## src/rtl/xor_puf_ctrl_n.sv

```systemverilog
// N-channel XOR-PUF stimulus/capture controller: RST -> LAUNCH -> EVAL -> SAMPLE per evaluation,
// RST_CYC+2*CNT_VAL+1 cycles each; no backpressure, results held in DONE until CODE==4.
module xor_puf_ctrl_n #(
  parameter int N_CH    = 4,
  parameter int RESP_W  = 32,
  parameter int CNT_W   = 16,
  parameter int RST_CYC = 2
) (
  input  logic                     CLK,
  input  logic                     RESET,
  input  logic [7:0]               CODE,
  input  logic [CNT_W-1:0]         CNT_VAL,
  input  logic [7:0]               REP_VAL,
  input  logic [N_CH-1:0]          CH_MASK,
  input  logic [N_CH*RESP_W-1:0]   PUF_OUT,
  output logic [N_CH-1:0]          RESET_XOR,
  output logic [N_CH-1:0]          I1_XOR,
  output logic [N_CH-1:0]          I2_XOR,
  output logic                     BUSY,
  output logic                     DONE,
  output logic                     ERR,
  output logic [7:0]               EVAL_CNT,
  output logic [N_CH*RESP_W-1:0]   PUF_OUT_REG,
  output logic [N_CH*RESP_W-1:0]   UNSTABLE
);

  localparam int RW = N_CH*RESP_W;
  localparam logic [CNT_W-1:0] RST_LAST = CNT_W'(RST_CYC-1);
  localparam logic [CNT_W-1:0] ONE      = CNT_W'(1);

  typedef enum logic [2:0] {S_IDLE, S_RST, S_LAUNCH, S_EVAL, S_SAMPLE, S_DONE} state_t;

  state_t           state_q, state_d;
  logic [CNT_W-1:0] phase_q, phase_d, cnt_q, cnt_d;
  logic [N_CH-1:0]  mask_q, mask_d;
  logic [7:0]       target_q, target_d, eval_d;
  logic [RW-1:0]    ref_d, unst_d, mask_bits;
  logic             done_d, err_d, busy_d, err_pend_q, err_pend_d;
  logic [N_CH-1:0]  rst_x_d, i1_d, i2_d;
  logic             start;

  for (genvar g = 0; g < N_CH; g++) begin : g_mask
    assign mask_bits[g*RESP_W +: RESP_W] = {RESP_W{mask_q[g]}};
  end

  assign start = (CODE == 8'd2) || (CODE == 8'd3);

  always_comb begin
    state_d    = state_q;
    phase_d    = phase_q;
    cnt_d      = cnt_q;
    mask_d     = mask_q;
    target_d   = target_q;
    eval_d     = EVAL_CNT;
    ref_d      = PUF_OUT_REG;
    unst_d     = UNSTABLE;
    done_d     = DONE;
    err_d      = ERR;
    err_pend_d = 1'b0;
    case (state_q)
      S_IDLE: begin
        // A rejected start is reported one cycle later, without ever raising BUSY.
        if (err_pend_q) begin
          state_d = S_DONE;
          done_d  = 1'b1;
          err_d   = 1'b1;
        end else if (start) begin
          cnt_d    = CNT_VAL;
          mask_d   = CH_MASK;
          target_d = (CODE == 8'd3 && REP_VAL != 8'd0) ? REP_VAL : 8'd1;
          if (CNT_VAL == '0 || CH_MASK == '0) begin
            err_pend_d = 1'b1;
          end else begin
            eval_d  = 8'd0;
            ref_d   = '0;
            unst_d  = '0;
            state_d = S_RST;
            phase_d = RST_LAST;
          end
        end
      end
      S_RST: begin
        phase_d = phase_q - ONE;
        if (phase_q == '0) begin
          state_d = S_LAUNCH;
          phase_d = cnt_q - ONE;
        end
      end
      S_LAUNCH: begin
        phase_d = phase_q - ONE;
        if (phase_q == '0) begin
          state_d = S_EVAL;
          phase_d = cnt_q - ONE;
        end
      end
      S_EVAL: begin
        phase_d = phase_q - ONE;
        if (phase_q == '0) state_d = S_SAMPLE;
      end
      S_SAMPLE: begin
        eval_d = EVAL_CNT + 8'd1;
        if (EVAL_CNT == 8'd0) ref_d = PUF_OUT & mask_bits;
        else                  unst_d = UNSTABLE | ((PUF_OUT ^ PUF_OUT_REG) & mask_bits);
        if (eval_d == target_q) begin
          state_d = S_DONE;
          done_d  = 1'b1;
          err_d   = 1'b0;
        end else begin
          state_d = S_RST;
          phase_d = RST_LAST;
        end
      end
      S_DONE: begin
        if (CODE == 8'd4) begin
          state_d = S_IDLE;
          done_d  = 1'b0;
          err_d   = 1'b0;
        end
      end
      default: state_d = S_IDLE;
    endcase
    if (state_q != S_IDLE && CODE == 8'd0) begin
      state_d = S_IDLE;
      done_d  = 1'b0;
      err_d   = 1'b0;
    end
    // Stimuli are decoded from the next state so they appear registered with the state.
    rst_x_d = (state_d == S_RST) ? mask_d : '0;
    i1_d    = (state_d == S_LAUNCH || state_d == S_EVAL) ? mask_d : '0;
    i2_d    = (state_d == S_EVAL) ? mask_d : '0;
    busy_d  = (state_d != S_IDLE) && (state_d != S_DONE);
  end

  always_ff @(posedge CLK or negedge RESET) begin
    if (!RESET) begin
      state_q     <= S_IDLE;
      phase_q     <= '0;
      cnt_q       <= '0;
      mask_q      <= '0;
      target_q    <= 8'd0;
      err_pend_q  <= 1'b0;
      EVAL_CNT    <= 8'd0;
      PUF_OUT_REG <= '0;
      UNSTABLE    <= '0;
      DONE        <= 1'b0;
      ERR         <= 1'b0;
      BUSY        <= 1'b0;
      RESET_XOR   <= '0;
      I1_XOR      <= '0;
      I2_XOR      <= '0;
    end else begin
      state_q     <= state_d;
      phase_q     <= phase_d;
      cnt_q       <= cnt_d;
      mask_q      <= mask_d;
      target_q    <= target_d;
      err_pend_q  <= err_pend_d;
      EVAL_CNT    <= eval_d;
      PUF_OUT_REG <= ref_d;
      UNSTABLE    <= unst_d;
      DONE        <= done_d;
      ERR         <= err_d;
      BUSY        <= busy_d;
      RESET_XOR   <= rst_x_d;
      I1_XOR      <= i1_d;
      I2_XOR      <= i2_d;
    end
  end

endmodule

```

## config.mk

```make
export PLATFORM = sky130hd
export DESIGN_NAME = xor_puf_ctrl_n
export DESIGN_NICKNAME = d
export VERILOG_FILES = /design/src/rtl/xor_puf_ctrl_n.sv
export SDC_FILE = /design/constraint.sdc
export NUM_CORES = 1
export LEC_CHECK = 0
export BUFFER_PORTS_ARGS = -buffer_cell sky130_fd_sc_hd__buf_2
export CAP_MARGIN = 20
export CORE_MARGIN = 4
export CORE_UTILIZATION = 45
export DETAILED_ROUTE_END_ITERATION = 12
export GPL_TIMING_DRIVEN = 0
export PLACE_DENSITY = 0.73
export SYNTH_ARGS = -nofsm -noshare
export SYNTH_HDL_FRONTEND = slang
export SYNTH_SLANG_ARGS = --single-unit
```

## constraint.sdc

```tcl
create_clock -name CLK -period 3.4 [get_ports CLK]
set_input_delay 0.34 -clock CLK [delete_from_list [all_inputs] [get_ports CLK]]
set_output_delay 0.34 -clock CLK [all_outputs]
set_load 0.005 [all_outputs]
```

==> impl_metrics.json <==
{
  "status": "finished clean",
  "tightest_slew_ns": 0.845,
  "first_global_vias": 13000,
  "critPathLaunchType": "flop",
  "power_density_nw_per_um2": 604,
  "max_freq_mhz": 343,
  "fin_crit_ns": 2.92,
  "drt_wl_total_um": 46300,
  "max_cap_violations": 0,
  "ys_ff_latch": 327,
  "layout_worst_path_cycle_share": 0.858,
  "dr.pass1.iters": 5,
  "postSynthAreaPerCell_um2": 9.58,
  "slew_viol_final": 0,
  "crit_top_cell": "buf_6",
  "setup_viol": 0,
  "dp_hpwl_um": 34900,
  "final_cells": 2483,
  "fin_setup_tns_ns": 0,
  "drtAntennaViolNets": 0,
  "numClockSinks": 327,
  "via_per_inst": 5.22,
  "via_count": 12900,
  "timing.critical_path.buf_inv": 6,
  "grt_start_max_net_pins": 118,
  "drcViolationCount": 0,
  "synthArstFlopShare": 1.00,
  "insertion_delay_ns": 0.51,
  "grt_pass1_wl_um": 71900,
  "fin_util": 0.590,
  "cts_buffers": 36,
  "wire_per_inst_um": 18.6,
  "syn_nets": 1706,
  "ys_types": 72,
  "die_h_um": 189,
  "syn_area_um2": 14700,
  "cts_tree": "yes",
  "synth.top_cell.area_share": 0.556,
  "critPathTopFamily": "buffers and inverters",
  "io_buffers": 443,
  "synthCells": 1536,
  "drt_iter0_markers": 858,
  "place_ws_ns": 0.496,
  "cp_max_fo": 10,
  "max-slew-margin-rel": 0.437,
  "nNetsFinal": 2190,
  "synthTopCellsByArea": "dfrtp_1, nand2_1, xnor2_1, o21ai_0, clkbuf_1",
  "mostFrequentLayoutCells": "buf_2, nand2_1, dfrtp_1",
  "worstPathRequired_ns": 3.76,
  "crit_slowest_cell": "clkbuf_1",
  "path_clk_slew_ns": 0.06,
  "die-area_um2": 35600,
  "antenna_found_initial": 5,
  "grtUsageTotal": 0.251,
  "ys_warn_count": 0,
  "clock_skew_ns": 0.00928,
  "htree_num_levels": 2,
  "p_leak_nw": 9.04,
  "syn_to_final_growth_pct": 27.8,
  "setup.worst_path.class": "reg -> reg",
  "die_w_um": 189,
  "grt_setup_unrepaired": "false",
  "synth_edf_count": 0,
  "seq_area_frac_synth": 0.556,
  "cpPeakStageDelay_ns": 0.44,
  "path_cells": "clkbuf_1 > nor2_1 > and2_1 > clkbuf_1 > nand2_1 > o21a_2 > buf_6 > buf_6 > buf_6 > buf_6 > nand2_1 > o21ai_1",
  "arrival_ns": 3.28,
  "setup_slack_ns": 0.484,
  "routabilityCongestion": 0.888,
  "ios": 445,
  "yosysTopAreaCell": "dfrtp_1",
  "start_util": 0.461,
  "grt_overflow": 0,
  "worstHoldPathType": "in -> reg",
  "dp.cells": 2416,
  "final_hold_viol_count": 0,
  "fp-row-count": 65,
  "endpoint_kind": "flop",
  "layout_commonest_cell": "buf_2",
  "cts.path.max_buffers": 3,
  "irDropWorstVdd_v": 0.000367,
  "drive_gt1_frac": 0.274,
  "core_um2": 31900,
  "synthFlopType": "dfrtp_1",
  "clockRootBuffer": "clkbuf_16"
}
## cells in the mapped netlist, types with 3 or more instances
master,count
nand4b_1,3
or4_1,6
clkbuf_1,66
o41ai_1,3
nand4_1,3
nor2_1,35
nor4_1,16
nand3_1,10
buf_6,7
and3_1,7
dfrtp_1,327
mux2i_1,4
xnor2_1,141
inv_1,19
a21oi_1,14
or3_1,5
nand2b_1,3
ha_1,4
nand2_1,430
nor2b_1,3
xor2_1,15
and2_1,4
a31oi_1,4
o21ai_1,41
mux2_2,16
nor3_1,12
nand3b_1,4
buf_2,12
o31ai_1,3
a211oi_1,3
o21ai_0,245
a21o_1,6
o22ai_1,9
nor4_2,4
## state kept, by name, summed over array words and instances, names as in the netlist
register	flops
state_q	3
DONE	1
I2_XOR	4
cnt_q	16
mask_q	4
ERR	1
BUSY	1
target_q	8
phase_q	16
I1_XOR	4
PUF_OUT_REG	128
RESET_XOR	4
EVAL_CNT	8
UNSTABLE	128
err_pend_q	1
## area by class of cell
| type | instances | area [um^2] |
|---|---|---|
| clock buffer | 54 | 1060 |
| clock inverter | 10 | 186 |
| multi-input combinational | 1102 | 6050 |
| buffer | 88 | 405 |
| timing repair buffer | 446 | 2290 |
| sequential | 327 | 8180 |
| antenna | 2 | 5.00 |
| inverter | 19 | 71.3 |
| tap | 435 | 544 |
| fill | 2780 | 13100 |
## per-stage QoR
stage,total power [mW],hold WS (ns),area (um^2)
floorplan,6.25,0.0444,14700
global placement,7.24,0.458,17500
detailed placement,7.33,0.465,17500
CTS,11.4,0.0560,18800
global route,12.0,0.0568,18800
finish,11.4,0.0760,18800
## power by group
| group | switching (mW) | total [mW] | leakage (nW) | internal, mW |
|---|---|---|---|---|
| clock | 1.55 | 4.09 | 0.610 | 2.54 |
| sequential | 0.377 | 4.76 | 4.27 | 4.38 |
| combinational | 1.41 | 2.50 | 4.16 | 1.09 |
## worst register-to-register path: cells and delay by family (launching register included)
family / cells / cell delay, ns
flops: 1 / 0.36
buf+inv: 6 / 1.30
simple gates: 4 / 0.78
compound gates: 2 / 0.34
## what timing repair did
item | in CTS | in global routing
gates resized for setup | 0 | 0
hold buffers | 1 | 0
setup buffers | 0 | 0
endpoints found under the hold margin | 102 | 0
## routing by layer
metal | share of wire | routed length, um | track usage | up-vias
met3 | 0.074 | 3450 | 0.0587 | 106
met4 | 0.038 | 1740 | 0.0930 | 6
met2 | 0.48 | 22100 | 0.416 | 485
met5 | 0.00076 | 35 | 0 | -
li1 | - | - | - | 6117
met1 | 0.41 | 18900 | 0.323 | 6235
## final timing paths
path                       slack, ns         endpoint    startpoint  cells after the start
setup / recovery                0.48  PUF_OUT_REG[12]    state_q[0]                     12
hold / removal                  0.08       err_pend_q       CODE[2]                      2
setup reg to reg                0.48  PUF_OUT_REG[12]    state_q[0]                     12
hold reg to reg                 0.47     UNSTABLE[20]  UNSTABLE[20]                      2
max in group asynchronous       1.77        mask_q[3]         RESET                      3
min in group asynchronous       0.49     UNSTABLE[12]         RESET                      2
## cell families after synthesis
group	Yosys count	synth area share
AND/OR/NAND/NOR	565	0.167
AO/OA/AOI/OAI	357	0.133
flip-flops	327	0.556
XOR/XNOR	156	0.0929
buffers and inverters	107	0.0324
multiplexers	20	0.0150
adder cells (fa/ha/maj)	4	0.00340
Note: power is estimated with default switching activity, not from simulation.
